<file path="src/rtl/cpu_pkg.sv">
// Shared definitions for the decode-stage register bank.
// Contents:
//   - default data/index widths;
//   - architectural register indices: zero, stack pointer, frame pointer;
//   - reset value loaded into the pointer registers;
//   - state encoding of the init sequencer.
package cpu_pkg;

  localparam int unsigned RF_DATA_W_DEF = 32;
  localparam int unsigned RF_ADDR_W_DEF = 5;
  localparam int unsigned RF_REG_ZERO   = 0;
  localparam int unsigned RF_SP_IDX     = 29;
  localparam int unsigned RF_FP_IDX     = 30;
  localparam int unsigned RF_PTR_INIT   = 65536;

  typedef enum logic {
    RF_INIT = 1'b0,
    RF_RUN  = 1'b1
  } rf_state_t;

endpackage : cpu_pkg

</file>
<file path="src/rtl/rf_init_seq.sv">
// Sequential init engine for the register bank.
// After reset it walks every entry, one per cycle, and emits the reset value
// for that entry. It then switches to RUN and raises ready_o.
// Ports:
//   clk          rising-edge clock
//   rst          synchronous active-high reset; restarts the walk at entry 0
//   ready_o      registered; 1 once every entry has been initialised
//   init_we_o    entry init_addr_o is loaded with init_data_o at the next edge
//   init_addr_o  entry currently being initialised
//   init_data_o  PTR_INIT for the stack/frame pointer entries, zero otherwise
module rf_init_seq
  import cpu_pkg::*;
#(
  parameter int unsigned DATA_W   = RF_DATA_W_DEF,
  parameter int unsigned ADDR_W   = RF_ADDR_W_DEF,
  parameter int unsigned SP_IDX   = RF_SP_IDX,
  parameter int unsigned FP_IDX   = RF_FP_IDX,
  parameter int unsigned PTR_INIT = RF_PTR_INIT
) (
  input  logic              clk,
  input  logic              rst,
  output logic              ready_o,
  output logic              init_we_o,
  output logic [ADDR_W-1:0] init_addr_o,
  output logic [DATA_W-1:0] init_data_o
);

  localparam logic [ADDR_W-1:0] SP_A     = ADDR_W'(SP_IDX);
  localparam logic [ADDR_W-1:0] FP_A     = ADDR_W'(FP_IDX);
  localparam logic [DATA_W-1:0] PTR_VAL  = DATA_W'(PTR_INIT);
  localparam logic [ADDR_W:0]   CNT_ONE  = {{ADDR_W{1'b0}}, 1'b1};
  localparam logic [ADDR_W:0]   CNT_ZERO = {(ADDR_W+1){1'b0}};

  rf_state_t       state_q, state_d;
  // One extra bit so the carry out of the last entry marks the end of the walk.
  logic [ADDR_W:0] cnt_q, cnt_d;
  logic            ready_q, ready_d;

  // Next-state logic: advance through the entries, then park in RUN.
  always_comb begin
    state_d = state_q;
    cnt_d   = cnt_q;
    ready_d = ready_q;
    case (state_q)
      RF_INIT: begin
        cnt_d = cnt_q + CNT_ONE;
        if (cnt_d[ADDR_W]) begin
          state_d = RF_RUN;
          ready_d = 1'b1;
        end else begin
          state_d = RF_INIT;
          ready_d = 1'b0;
        end
      end
      RF_RUN: begin
        cnt_d   = cnt_q;
        state_d = RF_RUN;
        ready_d = 1'b1;
      end
      default: begin
        state_d = RF_INIT;
        cnt_d   = CNT_ZERO;
        ready_d = 1'b0;
      end
    endcase
  end

  // State, counter and ready registers with synchronous reset.
  always_ff @(posedge clk) begin
    if (rst) begin
      state_q <= RF_INIT;
      cnt_q   <= CNT_ZERO;
      ready_q <= 1'b0;
    end else begin
      state_q <= state_d;
      cnt_q   <= cnt_d;
      ready_q <= ready_d;
    end
  end

  // Init write request and per-entry reset value.
  always_comb begin
    init_we_o   = (state_q == RF_INIT) && !rst;
    init_addr_o = cnt_q[ADDR_W-1:0];
    if ((init_addr_o == SP_A) || (init_addr_o == FP_A)) begin
      init_data_o = PTR_VAL;
    end else begin
      init_data_o = {DATA_W{1'b0}};
    end
  end

  assign ready_o = ready_q;

endmodule : rf_init_seq

</file>
<file path="src/rtl/param_register_file.sv">
// Parametrised decode-stage register bank.
// Features:
//   - two combinational read ports and one write port;
//   - optional write-to-read bypass;
//   - per-register pending scoreboard for the hazard unit;
//   - sequential init of every entry after reset (see rf_init_seq).
// Register 0 is hardwired to zero. Until Ready rises, writes and reserves are
// ignored and all read outputs are 0.
// Ports:
//   Clock, Reset                 rising-edge clock, synchronous active-high reset
//   ReadRg1/2                    read indices
//   ReadData1/2                  read data, combinational
//   ReadPending1/2               indexed register awaits an outstanding write
//   WriteRg, RegWrite, WriteData write port
//   ReserveRg, Reserve           mark a register pending for an issuing instruction
//   Ready                        init complete
module param_register_file
  import cpu_pkg::*;
#(
  parameter int unsigned DATA_W    = RF_DATA_W_DEF,
  parameter int unsigned ADDR_W    = RF_ADDR_W_DEF,
  parameter int unsigned SP_IDX    = RF_SP_IDX,
  parameter int unsigned FP_IDX    = RF_FP_IDX,
  parameter int unsigned PTR_INIT  = RF_PTR_INIT,
  parameter bit          BYPASS_EN = 1'b1
) (
  input  logic              Clock,
  input  logic              Reset,
  input  logic [ADDR_W-1:0] ReadRg1,
  input  logic [ADDR_W-1:0] ReadRg2,
  output logic [DATA_W-1:0] ReadData1,
  output logic [DATA_W-1:0] ReadData2,
  output logic              ReadPending1,
  output logic              ReadPending2,
  input  logic [ADDR_W-1:0] WriteRg,
  input  logic              RegWrite,
  input  logic [DATA_W-1:0] WriteData,
  input  logic [ADDR_W-1:0] ReserveRg,
  input  logic              Reserve,
  output logic              Ready
);

  localparam int unsigned       DEPTH  = 1 << ADDR_W;
  localparam logic [ADDR_W-1:0] ZERO_A = ADDR_W'(RF_REG_ZERO);

  logic              ready_s;
  logic              init_we_s;
  logic [ADDR_W-1:0] init_addr_s;
  logic [DATA_W-1:0] init_data_s;
  logic              wr_en_s;
  logic              rsv_en_s;
  logic              byp1_s;
  logic              byp2_s;

  logic [DATA_W-1:0] regs_q [DEPTH];
  logic [DATA_W-1:0] regs_d [DEPTH];
  logic [DEPTH-1:0]  pend_q, pend_d;

  rf_init_seq #(
    .DATA_W   (DATA_W),
    .ADDR_W   (ADDR_W),
    .SP_IDX   (SP_IDX),
    .FP_IDX   (FP_IDX),
    .PTR_INIT (PTR_INIT)
  ) u_init_seq (
    .clk         (Clock),
    .rst         (Reset),
    .ready_o     (ready_s),
    .init_we_o   (init_we_s),
    .init_addr_o (init_addr_s),
    .init_data_o (init_data_s)
  );

  // Architectural write/reserve qualifiers: only in RUN and never to entry 0.
  always_comb begin
    wr_en_s  = ready_s && !Reset && RegWrite && (WriteRg != ZERO_A);
    rsv_en_s = ready_s && !Reset && Reserve && (ReserveRg != ZERO_A);
  end

  // Storage next state: init engine owns the array until Ready.
  always_comb begin
    regs_d = regs_q;
    if (init_we_s) begin
      regs_d[init_addr_s] = init_data_s;
    end else if (wr_en_s) begin
      regs_d[WriteRg] = WriteData;
    end else begin
      regs_d = regs_q;
    end
  end

  // Storage array; no reset, the init engine loads it after reset.
  always_ff @(posedge Clock) begin
    regs_q <= regs_d;
  end

  // Scoreboard next state: a write clears, a reserve sets, and the reserve is
  // applied last so it wins when both hit the same entry.
  always_comb begin
    pend_d = pend_q;
    if (wr_en_s) begin
      pend_d[WriteRg] = 1'b0;
    end else begin
      pend_d = pend_q;
    end
    if (rsv_en_s) begin
      pend_d[ReserveRg] = 1'b1;
    end else begin
      pend_d[0] = 1'b0;
    end
    pend_d[0] = 1'b0;
  end

  // Scoreboard register; cleared by reset.
  always_ff @(posedge Clock) begin
    if (Reset) begin
      pend_q <= {DEPTH{1'b0}};
    end else begin
      pend_q <= pend_d;
    end
  end

  // Bypass hits: a qualified write this cycle to the index being read.
  always_comb begin
    byp1_s = BYPASS_EN && wr_en_s && (WriteRg == ReadRg1);
    byp2_s = BYPASS_EN && wr_en_s && (WriteRg == ReadRg2);
  end

  // Read port 1.
  always_comb begin
    ReadData1    = {DATA_W{1'b0}};
    ReadPending1 = 1'b0;
    if (ready_s && (ReadRg1 != ZERO_A)) begin
      ReadData1    = byp1_s ? WriteData : regs_q[ReadRg1];
      ReadPending1 = pend_q[ReadRg1] && !byp1_s;
    end else begin
      ReadData1    = {DATA_W{1'b0}};
      ReadPending1 = 1'b0;
    end
  end

  // Read port 2.
  always_comb begin
    ReadData2    = {DATA_W{1'b0}};
    ReadPending2 = 1'b0;
    if (ready_s && (ReadRg2 != ZERO_A)) begin
      ReadData2    = byp2_s ? WriteData : regs_q[ReadRg2];
      ReadPending2 = pend_q[ReadRg2] && !byp2_s;
    end else begin
      ReadData2    = {DATA_W{1'b0}};
      ReadPending2 = 1'b0;
    end
  end

  assign Ready = ready_s;

endmodule : param_register_file
</file>
<file path="config.mk">
export PLATFORM = sky130hd
export DESIGN_NAME = param_register_file
export DESIGN_NICKNAME = d
export VERILOG_FILES = /design/src/rtl/cpu_pkg.sv /design/src/rtl/rf_init_seq.sv /design/src/rtl/param_register_file.sv
export SDC_FILE = /design/constraint.sdc
export NUM_CORES = 2
export LEC_CHECK = 0
export ABC_CLOCK_PERIOD_IN_PS = 4400
export CAP_MARGIN = 20
export CORE_MARGIN = 1
export CORE_UTILIZATION = 45
export DETAILED_ROUTE_END_ITERATION = 7
export MAX_ROUTING_LAYER = met4
export PLACE_DENSITY_LB_ADDON = 0.2
export SYNTH_ARGS = -nofsm -noshare
export SYNTH_HDL_FRONTEND = slang
export SYNTH_SLANG_ARGS = --single-unit
</file>
<file path="constraint.sdc">
create_clock -name Clock -period 4.4 [get_ports Clock]
set_input_delay 0.88 -clock Clock [delete_from_list [all_inputs] [get_ports Clock]]
set_output_delay 0.88 -clock Clock [all_outputs]
set_load 0.03 [all_outputs]
</file>
## Word level (Yosys, flattened, before mapping)

Index checks and enable logic that the tools add are counted.
Widths: inputs -> output; s select.

| word-level totals | value |
|---|---|
| register bits | 1,063 |
| input port bits | 56 |
| output and inout port bits | 67 |
| logic and storage cells | 120 |

| cells by class | value |
|---|---|
| $add $sub $neg | 1 |
| order comparisons | 12 |
| equal/unequal tests | 4 |
| mux-type cells | 34 |
| bitwise operators | 8 |
| reduce and logical (&&, ||, !) cells | 25 |

Operators by type and width:

| operator | number |
|---|---|
| $bwmux 1024 | 2 |
| $mux 1024 | 2 |
| $mux 32 | 11 |
| $bmux 32 s5 | 2 |
| $demux 32 s5 | 2 |
| $and 32x32->32 | 1 |
| $not 32->32 | 1 |
| $or 32x32->32 | 1 |
| $mux 31 | 1 |
| $ge 6x6->1 const B | 4 |
| $lt 5x6->1 const B | 4 |
| $not 5->6 | 4 |
| $reduce_bool 5->1 | 4 |
| $mux 17 | 1 |
| $logic_and 1x1->1 | 16 |
| $lt 6x1->1 const B | 2 |
| $bmux 1 s5 | 2 |
| $demux 1 s5 | 2 |
| $eq 5x5->1 | 2 |
| $eq 5x5->1 const B | 2 |
| $ge 5x1->1 const B | 2 |
| $mux 1 | 7 |
| $add 6x1->6 const B | 1 |
| $mux 6 | 1 |
| 5 further kinds | 7 |

## Longest topological paths before layout

| logic depth | value |
|---|---|
| depth in word-level cells | 9 |
| depth in mapped cells | 9 |

## Hierarchy

A second synthesis with hierarchy kept.

| second synthesis, totals | value |
|---|---|
| cell total of the unflattened synthesis | 4,592 |
| area total of the unflattened synthesis | 59,706.0 sq um |

By module, submodules not included:

| module | instances | cells each | area an instance (sq um) |
|---|---|---|---|
| param_register_file | 1 | 4,515 | 59,085.4 |
| rf_init_seq | 1 | 77 | 620.6 |

## Least setup slack after synthesis

Ideal clock, no wire load.

| timing path | value |
|---|---|
| kind | input port to flip-flop |
| start point | in Reset |
| end point | reg regs_q[128] (netlist bit), enable pin |
| library setup time | 0.466 ns |
| data arrival time | 3.576 ns |
| setup slack | 0.359 ns |
| cell stages on the path | 3 |
| buffers on the path | 0 |
| cells stage by stage | nor2_1 nand2_1 o21ai_0 |

| between the ends | value |
|---|---|
| word-level cells in the longest chain between the ends | 5 |
| elaborated cells between the ends (all ways) | 6 |
| classes of those cells | 6 x reduce/logical |

RTL lines:

| what | RTL line | RTL |
|---|---|---|
| from (decl) | param_register_file.sv:28 | `input logic Reset,` |
| $logic_not 1->1 * | rf_init_seq.sv:83, param_register_file.sv:76 |  |
| $logic_and 1x1->1 (3 in a row) | param_register_file.sv:76 | `wr_en_s = ready_s && !Reset && RegWrite && (WriteRg != ZERO_A);` |
| $reduce_bool 2->1 (no line) * | n/a |  |
| to (signal assigned) | param_register_file.sv:94 | `regs_q <= regs_d;` |
| to (decl) | param_register_file.sv:55 | `logic [DATA_W-1:0] regs_q [DEPTH];` |

Every way passes the cells marked *; elsewhere a longest branch is shown, timed or not.
A chain may end at the register's enable or synchronous reset.

## Worst setup path in the final report

| timing path | value |
|---|---|
| start point | in WriteRg[2] |
| end point | out ReadData2[19] |

| between the ends | value |
|---|---|
| word-level cells in the longest chain between the ends | 5 |
| elaborated cells between the ends (all ways) | 6 |
| classes of those cells | 1 x eq/ne; 2 x mux; 3 x reduce/logical |

RTL lines:

| what | RTL line | RTL |
|---|---|---|
| from (decl) | param_register_file.sv:35 | `input logic [ADDR_W-1:0] WriteRg,` |
| $reduce_bool 5->1 | param_register_file.sv:76 |  |
| $logic_and 1x1->1 | param_register_file.sv:76 |  |
| $logic_and 1x1->1 * | param_register_file.sv:126 | `byp2_s = BYPASS_EN && wr_en_s && (WriteRg == ReadRg2);` |
| $mux 32 * | param_register_file.sv:147 | `ReadData2 = byp2_s ? WriteData : regs_q[ReadRg2];` |
| $mux 32 * | param_register_file.sv:146 | `if (ready_s && (ReadRg2 != ZERO_A)) begin` |
| to (decl) | param_register_file.sv:32 | `output logic [DATA_W-1:0] ReadData2,` |

Marked as above.

==> out/qor.csv <==
metric;value;unit
status;complete, but fails checks;
failing checks;setup timing;
core box area;122000;sq um
vias per cell;6.85;
share of cells above drive strength 1;28.3;%
routability cong.;0.909;
Routed Wire Length;210000;microns
total number of H-tree levels;3;
clock root cell;clkbuf_16;
Crit Path Category;in -> out;
synth top area cells;edfxtp_1 56%, mux4_2 21%, nor2_1 7.4%, mux2i_1 3.9%, clkbuf_1 1.4%;
TritonCTS clock tree;built;
clk_lat worst skew;0.74;ns
Seq/Total Area, Yosys;57.0;%
endpoints failing hold;0;
most used routing layer;met2;
crit path time final;4.41;ns
Crit path arrival time;3.53;ns
VDD IR max;0.358;mV
DP Area;61000;sq um
Antenna Nets Post-Route;0;
synthesized area per cell;14.0;sq um
fin worst setup slack;-0.00766;ns
fin crit share;100;%
Yosys warning count;0;
drt initial violations;6516;
largest net degree at the start of global routing;79;
fill cell count;10000;
# rows;128;
Distinct cells, synth;56;
CP Max Fanout;17;
grt total ovfl;0;
Least-Margin Pin Slew;1.06;ns
Post-Route Setup TNS;-0.0135;ns
clock tree buffer depth;3;
pwr/cell area;354;nW/um^2
CP startpoint kind;input port;
Die W;352;microns
Post-synth ARST share;0;%
M3 GR Usage;9.10;%
Die Y;352;microns
clock transition at the registers of the reported paths;0.06;ns
drt wl/cell;36.3;microns
Worst Path Required;3.52;ns
I/O pins;123;
vias in the first global route;38300;
post-synthesis cell area;55300;sq um
Min-Delay Path Class;reg -> reg;
DRC violations left;0;
M2 GR Usage;51.5;%
Most used DFF post-synth;edfxtp_1;
Seq cells post-synth;1062;
final instance area;64600;sq um
unrepaired setup endpoints after global routing;false;
Nets;4124;
DR pass1 iterations;5;
Post-Syn Instances;3946;
FMAX;0.227;GHz
dominant cell type by area after synthesis;edfxtp_1;
detailed-placement wirelength estimate;123000;microns
worst slew margin relative to its limit;28.5;%
Final Max Slew Viols;0;
skew final;0.0368;ns
number of synthesized flops with an enable pin;1024;
CTS Buf Count;114;
# setup viols final;2;
Overall Global Routing Usage;34.3;%
Critical Path Sink Type;primary output;
met1 usage;45.1;%
Synth top area share;55.6;%
Die Footprint;124000;sq um
clk sinks;1062;
vias;39600;
syn nets;4006;
first-pass GRT wire length;292000;microns
antenna violations before repair;9;
Synth-to-Final Area Change;17.0;%
count leader, synth;nor2_1;
Port-buffer cells;122;
# hold bufs at CTS;0;
Post-synth top cells;1,090 x nor2_1, 1,024 x edfxtp_1, 517 x mux4_2;
leakage power;20.8;nW
Initial Util;45.3;%
total of max-cap violations;0;
==> per-stage QoR <==
step / hold WS, ns / setup WS, ns / power (mW) / util (%) / std cells
5_1_grt: 0.521 / 0.00300 / 23.4 / 53.0 / 5785
3_3_place_gp: 0.473 / -0.403 / 13.4 / 50.0 / 5571
4_1_cts: 0.491 / 0.00505 / 22.9 / 53.0 / 5778
3_5_place_dp: 0.482 / -0.0906 / 13.4 / 50.0 / 5572
6_report: 0.491 / -0.00766 / 22.9 / 53.0 / 5785
2_1_floorplan: 0.460 / 0.359 / 12.5 / - / 3946
==> worst max-delay path: stages <==
cell,delay [ns]
clkdlybuf4s50_1,0.54
buf_4,0.20
xor2_1,0.24
nor4_4,0.09
or2_2,0.32
buf_4,0.25
o31ai_1,0.55
buf_4,0.28
buf_12,0.13
==> where the power goes <==
| part | internal, mW | switching, mW | total (mW) |
|---|---|---|---|
| clock network | 5.43 | 4.15 | 9.58 |
| logic | 0.905 | 1.36 | 2.26 |
| registers | 11.0 | 0.0302 | 11.0 |
==> final timing paths <==
kind / startpoint / endpoint / slack (ns) / cells past startpoint
worst max register to register: u_init_seq.state_q / regs_q[129] / 1.42 / 7
worst min register to register: pend_q[16] / pend_q[16] / 0.49 / 2
worst min-delay path: pend_q[16] / pend_q[16] / 0.49 / 2
worst max-delay path: WriteRg[2] / ReadData2[19] / -0.008 / 9
==> per-layer routing <==
| layer | part of all wire (%) | routed length [microns] |
|---|---|---|
| met5 | 0 | 0 |
| met4 | 4.3 | 9010 |
| met3 | 14 | 28400 |
| met2 | 46 | 95800 |
| met1 | 36 | 76600 |
==> layout make-up <==
class | instances | area (sq um) | area share (%)
sequential | 1062 | 31500 | 48.7
multi-input combinational | 2452 | 22500 | 34.8
timing repair buffer | 428 | 4970 | 7.69
clock buffer | 142 | 3020 | 4.67
tap | 1625 | 2030 | 3.15
clock inverter | 64 | 606 | 0.937
inverter | 6 | 27.5 | 0.0426
antenna | 6 | 15.0 | 0.0232
==> cells by family after synthesis <==
logic type	after synthesis	synth area share [%]
buffers and inverters	433	3.43
flip-flops	1062	57.0
XOR/XNOR	16	0.254
AND/OR/NAND/NOR	1293	9.15
adder cells (fa/ha/maj)	4	0.0906
AO/OA/AOI/OAI	375	4.48
multiplexers	763	25.6
==> state kept, by name, indices dropped and copies added (netlist names) <==
name	count
regs_q	1024
pend_q	31
u_init_seq.cnt_q	6
u_init_seq.state_q	1
==> layout by cell type (no fill, tap or decap), types with 29 or more instances in the layout <==
cell,instances
buf_12,128
a21oi_1,57
mux2i_1,216
o21ai_0,81
buf_4,246
clkbuf_16,116
nand2_2,31
nand2_1,103
mux2_2,29
clkdlybuf4s50_1,46
dfxtp_1,38
nor2_1,1086
edfxtp_1,1024
o221ai_1,51
o22ai_4,29
mux4_2,517
a32o_1,31
==> repair_timing <==
item | 4_1_cts | 5_1_grt
gates resized for setup | 1 | 7
setup buffers | 0 | 0
cloned | 0 | 1
setup endpoints to repair | 1 | 8
No activity file was read; power rests on OpenSTA's default activity.
